==> src/rtl/uart_tx_scheduler.sv <==
// Shares one UART transmitter between NUM_REQ byte producers. Each producer has a
// one-deep pending slot; a grant FSM issues one byte at a time around tx_busy.

module uart_tx_slot (
  input  logic       clock,
  input  logic       reset,
  input  logic       valid,
  input  logic       launch,
  input  logic [7:0] data_in,
  output logic       pending,
  output logic       pending_nxt,
  output logic [7:0] data,
  output logic       overwrite
);
  logic       pending_q, pending_d;
  logic [7:0] data_q, data_d;

  // A strobe landing on the launch cycle refills the slot rather than being dropped.
  always_comb begin
    pending_d = pending_q;
    data_d    = data_q;
    if (valid) begin
      pending_d = 1'b1;
      data_d    = data_in;
    end else if (launch) begin
      pending_d = 1'b0;
    end
  end

  always_ff @(posedge clock) begin
    if (!reset) begin
      pending_q <= 1'b0;
      data_q    <= 8'h00;
    end else begin
      pending_q <= pending_d;
      data_q    <= data_d;
    end
  end

  assign pending     = pending_q;
  assign pending_nxt = pending_d;
  assign data        = data_q;
  assign overwrite   = valid & pending_q & ~launch;
endmodule

module uart_tx_scheduler #(
  parameter int NUM_REQ      = 4,
  parameter int ROUND_ROBIN  = 0,
  parameter int BUSY_TIMEOUT = 16
) (
  input  logic                 clock,
  input  logic                 reset,
  input  logic [NUM_REQ-1:0]   req_valid,
  input  logic [8*NUM_REQ-1:0] req_data,
  output logic [NUM_REQ-1:0]   req_pending,
  output logic [NUM_REQ-1:0]   req_sent,
  output logic                 tx_start,
  output logic [7:0]           tx_data,
  input  logic                 tx_busy,
  output logic [7:0]           drop_count,
  output logic                 sched_idle
);
  localparam int IDX_W = (NUM_REQ > 1) ? $clog2(NUM_REQ) : 1;

  typedef enum logic [1:0] {IDLE, LAUNCH, WAIT_BUSY, WAIT_DONE} state_t;

  state_t                    state_q, state_d;
  logic [7:0]                cnt_q, cnt_d;
  logic [IDX_W-1:0]          rr_ptr_q, rr_ptr_d;
  logic                      tx_start_q, tx_start_d;
  logic [7:0]                tx_data_q, tx_data_d;
  logic [NUM_REQ-1:0]        req_sent_q, req_sent_d;
  logic [7:0]                drop_q, drop_d;
  logic                      sched_idle_q, sched_idle_d;

  logic [NUM_REQ-1:0]        slot_pend, slot_pend_nxt, slot_ovr, launch;
  logic [NUM_REQ-1:0][7:0]   slot_data;
  logic                      win_found;
  logic [IDX_W-1:0]          win_idx, cand_idx;
  int                        cand;
  logic [3:0]                ovr_num;
  logic [8:0]                drop_sum;

  for (genvar i = 0; i < NUM_REQ; i++) begin : g_slot
    uart_tx_slot u_slot (
      .clock       (clock),
      .reset       (reset),
      .valid       (req_valid[i]),
      .launch      (launch[i]),
      .data_in     (req_data[8*i +: 8]),
      .pending     (slot_pend[i]),
      .pending_nxt (slot_pend_nxt[i]),
      .data        (slot_data[i]),
      .overwrite   (slot_ovr[i])
    );
  end

  // Winner search: fixed priority scans from slot 0, round-robin from pointer+1.
  always_comb begin
    win_found = 1'b0;
    win_idx   = '0;
    cand      = 0;
    cand_idx  = '0;
    for (int k = 0; k < NUM_REQ; k++) begin
      cand = (ROUND_ROBIN != 0) ? (int'(rr_ptr_q) + 1 + k) : k;
      if (cand >= NUM_REQ) cand = cand - NUM_REQ;
      cand_idx = IDX_W'(cand);
      if (!win_found && slot_pend[cand_idx]) begin
        win_found = 1'b1;
        win_idx   = cand_idx;
      end
    end
  end

  // Outputs are registered, so the launch strobe is set up on the IDLE->LAUNCH edge.
  always_comb begin
    state_d    = state_q;
    cnt_d      = cnt_q;
    rr_ptr_d   = rr_ptr_q;
    tx_start_d = 1'b0;
    tx_data_d  = tx_data_q;
    req_sent_d = '0;
    launch     = '0;
    case (state_q)
      IDLE: begin
        if (win_found && !tx_busy) begin
          state_d           = LAUNCH;
          tx_start_d        = 1'b1;
          tx_data_d         = slot_data[win_idx];
          req_sent_d[win_idx] = 1'b1;
          launch[win_idx]   = 1'b1;
          rr_ptr_d          = win_idx;
        end
      end
      LAUNCH: begin
        cnt_d   = 8'd0;
        state_d = WAIT_BUSY;
      end
      WAIT_BUSY: begin
        if (tx_busy) begin
          state_d = WAIT_DONE;
        end else begin
          cnt_d = cnt_q + 8'd1;
          if (cnt_d == 8'(BUSY_TIMEOUT)) state_d = IDLE;
        end
      end
      WAIT_DONE: begin
        if (!tx_busy) state_d = IDLE;
      end
      default: state_d = IDLE;
    endcase
  end

  always_comb begin
    ovr_num = '0;
    for (int i = 0; i < NUM_REQ; i++) ovr_num = ovr_num + 4'(slot_ovr[i]);
    drop_sum     = {1'b0, drop_q} + {5'b0, ovr_num};
    drop_d       = drop_sum[8] ? 8'hFF : drop_sum[7:0];
    sched_idle_d = (state_d == IDLE) && (slot_pend_nxt == '0);
  end

  always_ff @(posedge clock) begin
    if (!reset) begin
      state_q      <= IDLE;
      cnt_q        <= 8'd0;
      rr_ptr_q     <= IDX_W'(NUM_REQ - 1);
      tx_start_q   <= 1'b0;
      tx_data_q    <= 8'h00;
      req_sent_q   <= '0;
      drop_q       <= 8'd0;
      sched_idle_q <= 1'b1;
    end else begin
      state_q      <= state_d;
      cnt_q        <= cnt_d;
      rr_ptr_q     <= rr_ptr_d;
      tx_start_q   <= tx_start_d;
      tx_data_q    <= tx_data_d;
      req_sent_q   <= req_sent_d;
      drop_q       <= drop_d;
      sched_idle_q <= sched_idle_d;
    end
  end

  assign req_pending = slot_pend;
  assign req_sent    = req_sent_q;
  assign tx_start    = tx_start_q;
  assign tx_data     = tx_data_q;
  assign drop_count  = drop_q;
  assign sched_idle  = sched_idle_q;
endmodule

==> config.mk <==
export PLATFORM = sky130hd
export DESIGN_NAME = uart_tx_scheduler
export DESIGN_NICKNAME = d
export VERILOG_FILES = /design/src/rtl/uart_tx_scheduler.sv
export SDC_FILE = /design/constraint.sdc
export NUM_CORES = 1
export LEC_CHECK = 0
export ABC_AREA = 1
export BUFFER_PORTS_ARGS = -buffer_cell sky130_fd_sc_hd__buf_2
export CAP_MARGIN = 10
export CORE_UTILIZATION = 49
export CTS_BUF_LIST = sky130_fd_sc_hd__clkbuf_16
export CTS_CLUSTER_DIAMETER = 200
export DETAILED_ROUTE_END_ITERATION = 8
export PLACE_DENSITY = 0.87
export SYNTH_ARGS = -nofsm -noshare
export SYNTH_HDL_FRONTEND = slang
export SYNTH_SLANG_ARGS = --single-unit
==> constraint.sdc <==
create_clock -name clock -period 2.8 [get_ports clock]
set_input_delay 0.56 -clock clock [delete_from_list [all_inputs] [get_ports clock]]
set_output_delay 0.56 -clock clock [all_outputs]
set_load 0.03 [all_outputs]
After elaboration in Yosys (flattened, before gate mapping)
Cells that the tools add are included.
W data, S select, Z words.
{"block": "op_classes", "addsub": 5, "mul": 0, "n_div": 0, "n_lt_le_gt_ge": 2, "eq_ne": 5, "shift": 0, "mux": 30, "n_bitwise": 12, "n_reduce_logical": 17}
{"operator": "$mux W8", "n": 3}
{"operator": "$bmux W8 S2", "n": 1}
{"operator": "$pmux W8 S2", "n": 1}
{"operator": "$mux W1", "n": 15}
{"operator": "$mux W2", "n": 6}
{"operator": "$add A8 B4 Y9", "n": 1}
{"operator": "$add A8 B1 Y8 const B", "n": 1}
{"operator": "$and A1 B1 Y1", "n": 8}
{"operator": "$eq A8 B5 Y1 const B", "n": 1}
{"operator": "$mux W4", "n": 2}
{"operator": "$pmux W2 S4", "n": 1}
{"operator": "$logic_and A1 B1 Y1", "n": 6}
{"operator": "$reduce_and A2 Y1", "n": 3}
{"operator": "$add A3 B1 Y4", "n": 1}
{"operator": "$eq A2 B2 Y1 const B", "n": 2}
{"operator": "$logic_not A1 Y1", "n": 4}
{"operator": "$logic_not A2 Y1", "n": 2}
{"operator": "$logic_not A4 Y1", "n": 1}
{"operator": "$not A1 Y1", "n": 4}
{"operator": "$add A2 B1 Y3", "n": 1}
{"operator": "$lt A2 B3 Y1 const B", "n": 1}
{"operator": "$add A1 B1 Y2", "n": 1}
{"operator": "$demux W1 S2", "n": 1}
{"operator": "$eq A2 B1 Y1 const B", "n": 1}
{"operator": "other kinds (3)", "n": 3}
{"block": "totals", "register_bits": 68, "latchBits": 0, "ram_bits": 0, "mem_bits_ro": 0, "in_bits": 39, "mem_count": 0}

Depth between registers and ports, before layout
{"block": "logic_depth", "depth_word": 23, "mapped_depth": 17, "ltp_nobuf": 17}

By module
A second synthesis with hierarchy kept.
{"block": "unflattened", "hier_cells": 436, "area_unflattened_um2": 3145.5}
{"module": "uart_tx_scheduler", "n_inst": 1, "cells_per_inst": 272, "area_each_um2": 1854.3, "seq_area_each_um2": 640.6}
{"module": "uart_tx_slot", "n_inst": 4, "cells_per_inst": 41, "area_each_um2": 322.8, "seq_area_each_um2": 180.2}

Worst setup path after synthesis
No wires, ideal clock.
{"block": "synth_timing", "path_type": "input to register", "startpoint": "input port req_valid[2]", "endpoint": "register drop_q[3] (netlist: drop_count[3])", "arrival_time_ns": 2.928, "setup_slack_ns": -0.244, "stages": 14, "path_buffers": 1, "path_cell_list": "clkbuf_1 nand3_1 fa_1 inv_1 fa_1 fa_1 nand3_1 nor2_1 nand2_1 inv_1 nand3_1 inv_1 o21ai_0 inv_1"}
{"block": "synth_via", "elab_chain_len": 6}
{"item": "start, declared", "line_no": "53", "rtl": "input logic [NUM_REQ-1:0] req_valid,"}
{"item": "$and A1 B1 Y1 (2 in series)", "line_no": "43", "rtl": "assign overwrite = valid & pending_q & ~launch;"}
{"item": "$add A2 B1 Y3", "line_no": "156", "rtl": "for (int i = 0; i < NUM_REQ; i++) ovr_num = ovr_num + 4'(slot_ovr[i]);"}
{"item": "$add A3 B1 Y4", "line_no": "156"}
{"item": "$add A8 B4 Y9", "line_no": "157", "rtl": "drop_sum = {1'b0, drop_q} + {5'b0, ovr_num};"}
{"item": "$mux W8", "line_no": "158", "rtl": "drop_d = drop_sum[8] ? 8'hFF : drop_sum[7:0];"}
{"item": "end signal, assigned", "line_no": "179", "rtl": "drop_q <= drop_d;"}
{"item": "end, declared", "line_no": "73", "rtl": "logic [7:0] drop_q, drop_d;"}
Every way passes these cells.
A chain may end at the register's enable or synchronous reset.

Worst setup path in the final report
{"block": "layout_timing", "startpoint": "register g_slot[0].u_slot.pending_q", "endpoint": "register drop_q[6] (netlist: drop_count[6])"}
{"block": "layout_via", "elab_chain_len": 23}
{"item": "start, declared", "line_no": "15", "rtl": "logic pending_q, pending_d;"}
{"item": "start signal, assigned", "line_no": "35", "rtl": "pending_q <= pending_d;"}
{"item": "$mux W1", "line_no": "108", "rtl": "if (!win_found && slot_pend[cand_idx]) begin"}
{"item": "$logic_not A1 Y1", "line_no": "108"}
{"item": "$logic_and A1 B1 Y1", "line_no": "108"}
{"item": "$mux W1", "line_no": "108"}
{"item": "$logic_not A1 Y1", "line_no": "108"}
{"item": "$logic_and A1 B1 Y1", "line_no": "108"}
{"item": "$mux W1", "line_no": "108"}
{"item": "$logic_not A1 Y1", "line_no": "108"}
{"item": "(+7 left out)"}
{"item": "$mux W4"}
{"item": "$not A1 Y1", "line_no": "43"}
{"item": "$and A1 B1 Y1", "line_no": "43"}
{"item": "$add A1 B1 Y2", "line_no": "156"}
{"item": "$add A2 B1 Y3", "line_no": "156"}
{"item": "$add A3 B1 Y4 *", "line_no": "156"}
{"item": "$add A8 B4 Y9 *", "line_no": "157"}
{"item": "$mux W8 *", "line_no": "158"}
Mark *: on every way between the ends. The rest lies on a longest branch, timed or not.

==> results.yml <==
sta:
  rsz0062_at_grt: "no"
  max_freq_ghz: 0.376
  post-route-min-period_ns: 2.66
  setup_ws_ns: 0.138
  final-setup-viol-count: 0
  skew_ns: 0.00305
  tightest_slew_ns: 0.771
  period_share_pct: 95.1
  finalHoldViolCount: 0
  slew_headroom_pct: 48.5
  slew_viol_final: 0
detailed_routing:
  viasPerCell: 5.14
  drc: 0
  vias: 2927
  detailedRoute.firstIterationViolations: 165
  wirelength_microns: 7180
  wl_per_cell_microns: 12.6
  drtPass1Iterations: 5
  ant_nets: 0
worst_hold_path:
  hold_depth: 3
  hold-path-endpoint: "g_slot[2].u_slot.data[3]$_SDFFE_PN0P_"
  hp-start: "req_data[19]"
  hold_path_class: "input pin to flip-flop"
grt:
  grt_antenna_before_repair: 0
  grt-ovfl-total: 0
  grt_pass1_vias: 2614
  track_usage_pct: 23.8
  grt_pass1_wl_microns: 11600
  grt_max_degree: 38
setup_path:
  critical-path-max-stage-delay_ns: 0.49
  cpLargestDelayFamily: "adder cells"
  cp.arrival_ns: 2.84
  cp-start-kind: "flip-flop"
  reg2reg_slack_ns: 0.14
  ff2ff_path_depth: 13
  path_class: "flip-flop to flip-flop"
  crit-reg2reg-launch: "g_slot[0].u_slot.pending$_SDFF_PN0_"
  reg2reg_to: "drop_count[6]$_SDFF_PN0_"
  worst_ep_required_time_ns: 2.98
  critPathMaxFanout: 4
  slowest_stage: "fa_1"
  crit_buf_inv: 2
  crit_chain: "nor2_2 > nand2_1 > nand3_1 > fa_1 > inv_1 > fa_2 > fa_2 > nand3_2 > nor2_1 > nand2_1 > buf_4 > xor2_1 > a21oi_1"
  cp-end-kind: "flip-flop"
floorplanning:
  top_level_ports: 65
  dieArea_sq_mm: 0.00658
  start_util_pct: 51.2
  core_sq_mm: 0.00599
  chipHeight_microns: 81.1
  num_rows: 28
  dieWidth_microns: 81.1
synth:
  syn_nets: 468
  synth_commonest_cells: "nor2_1 (77), dfxtp_1 (68), nand2_1 (60)"
  syn_area_sq_mm: 0.00307
  yosysWarnings: 0
  post-synth-top-area-fraction_pct: 44.4
  ys_types: 31
  netlist_instances: 424
  ys_ff_latch: 68
  avgSynthCellArea_sq_um: 7.23
  synthTopCellsByArea: "dfxtp_1 (44%), nor2_1 (9.4%), nand2_1 (7.3%)"
  synthArstFlopShare_pct: 0
  synth_flop_cell: "dfxtp_1"
  synthMostInstantiatedCell: "nor2_1"
  synth-seq-area-share_pct: 44.4
  synth-edff-count: 0
  synth.largest_area_cell: "dfxtp_1"
cts:
  cts_tree: "built"
  cts-htree-levels: 3
  clockRootBuffer: "clkbuf_16"
  cts_setup_buffers: 0
  cts.path.max_buffers: 2
  cts_made_buffers: 9
  cts_sinks: 68
  clk-insertion-delay-late_ns: 0.33
  clk_pin_slew_ns: 0.05
power:
  irDropWorstVdd_uv: 411
  p_per_area_mw_per_mm2: 677
  p_leak_uw: 0.00181
placement:
  gp_congestion: 0.818
  dp_worst_setup_slack_ns: -0.116
  port_buffers: 64
  dpl.cell_count: 555
  dp_hpwl_microns: 5220
finish:
  fin_cells: 570
  drive_gt1_share_pct: 21.8
  synthToLayoutAreaGrowth_pct: 22.2
  antenna_cells: 0
  nets: 535
  nFillCells: 502
run_status:
  status: "finished, final reports clean"
flow_run:
  maxCapViolCount: 0
layer usage:
metal  GRT usage [%]  share of wire (%)  up-vias
met2            38.4                 47      105
met3            4.83                6.8       12
met4            10.7                1.7        0
li1                -                  -     1483
met1            30.5                 45     1327
met5               0                  0        -
worst register-to-register path: cells and delay by family, from the launching register on:
| kind | cells | cell delay (ns) |
|---|---|---|
| fa+ha+maj | 3 | 1.21 |
| simple gates | 6 | 0.50 |
| flops | 1 | 0.43 |
| buf+inv | 2 | 0.17 |
| xor+xnor | 1 | 0.14 |
| compound gates | 1 | 0.08 |
repair_timing:
action / CTS / global route
hold buffers: 0 / 0
gates resized for setup: 0 / 4
setup endpoints to repair: 0 / 8
kinds of logic (layout without fill, tap and decap cells):
| kind of cell | after synthesis | after routing | share of synthesized area, % |
|---|---|---|---|
| adder cells (fa/ha/maj) | 5 | 5 | 2.78 |
| AND/OR/NAND/NOR | 169 | 169 | 22.6 |
| XOR/XNOR | 5 | 5 | 1.43 |
| AO/OA/AOI/OAI | 99 | 99 | 17.8 |
| flip-flops | 68 | 68 | 44.4 |
| buffers and inverters | 78 | 149 | 11.0 |
layout make-up:
cell class | instances | area [sq um] | share of cell area, %
clock inverter | 6 | 50.0 | 1.34
tap | 75 | 93.8 | 2.50
inverter | 58 | 218 | 5.81
timing repair buffer | 76 | 410 | 11.0
sequential | 68 | 1360 | 36.4
clock buffer | 9 | 225 | 6.01
multi-input combinational | 278 | 1390 | 37.0
how the worst max path moves through the flow:
stage,end,slack (ns),depth (start not counted),start
floorplan,drop_count[3]$_SDFF_PN0_,0.04,14,req_valid[0]
global placement,drop_count[3]$_SDFF_PN0_,-0.05,16,tx_busy
detailed placement,drop_count[3]$_SDFF_PN0_,-0.12,16,tx_busy
CTS,drop_count[3]$_SDFF_PN0_,0.07,17,state_q[0]$_SDFF_PN0_
global route,drop_count[6]$_SDFF_PN0_,0.008,13,g_slot[0].u_slot.pending$_SDFF_PN0_
finish,drop_count[6]$_SDFF_PN0_,0.14,13,g_slot[0].u_slot.pending$_SDFF_PN0_
per-stage QoR:
stage	utilization (%)	instance area (sq um)	power, uW	hold WS, ns	TNS [ns]
after CTS	62.4	3740	2550	0.451	0
final	62.6	3750	2540	0.454	0
after global routing	62.6	3750	2650	0.464	0
after detailed placement	57.9	3470	1500	0.446	-0.587
after global placement	57.9	3470	1490	0.438	-0.123
after floorplan	-	3090	1390	0.429	0
registers in the layout (all words and copies together) (netlist names):
name	flops
g_slot.u_slot.pending	4
state_q	2
tx_data	8
tx_start	1
g_slot.u_slot.data	32
drop_count	8
cnt_q	8
req_sent	4
sched_idle	1
placed cells by master (no fill, tap or decap), types with 2 or more instances in the layout:
cell,instances
o21bai_1,2
a21oi_1,38
nand3_2,3
o21ai_1,5
nand3_1,16
inv_2,5
dfxtp_1,67
o21ai_0,42
xor2_1,4
nand2_2,3
nor2_1,77
nand2_1,60
buf_2,64
clkinv_1,3
clkbuf_16,9
o211ai_1,8
nor3_1,3
buf_4,12
nand4_1,2
a21oi_2,2
inv_1,54
ha_1,2
fa_2,2
where the power goes:
group / switching [uW] / total, uW / internal [uW]
clock network: 383 / 1050 / 668
logic: 269 / 411 / 142
registers: 38.7 / 1070 / 1040
No activity file was read; power rests on OpenSTA's default activity.
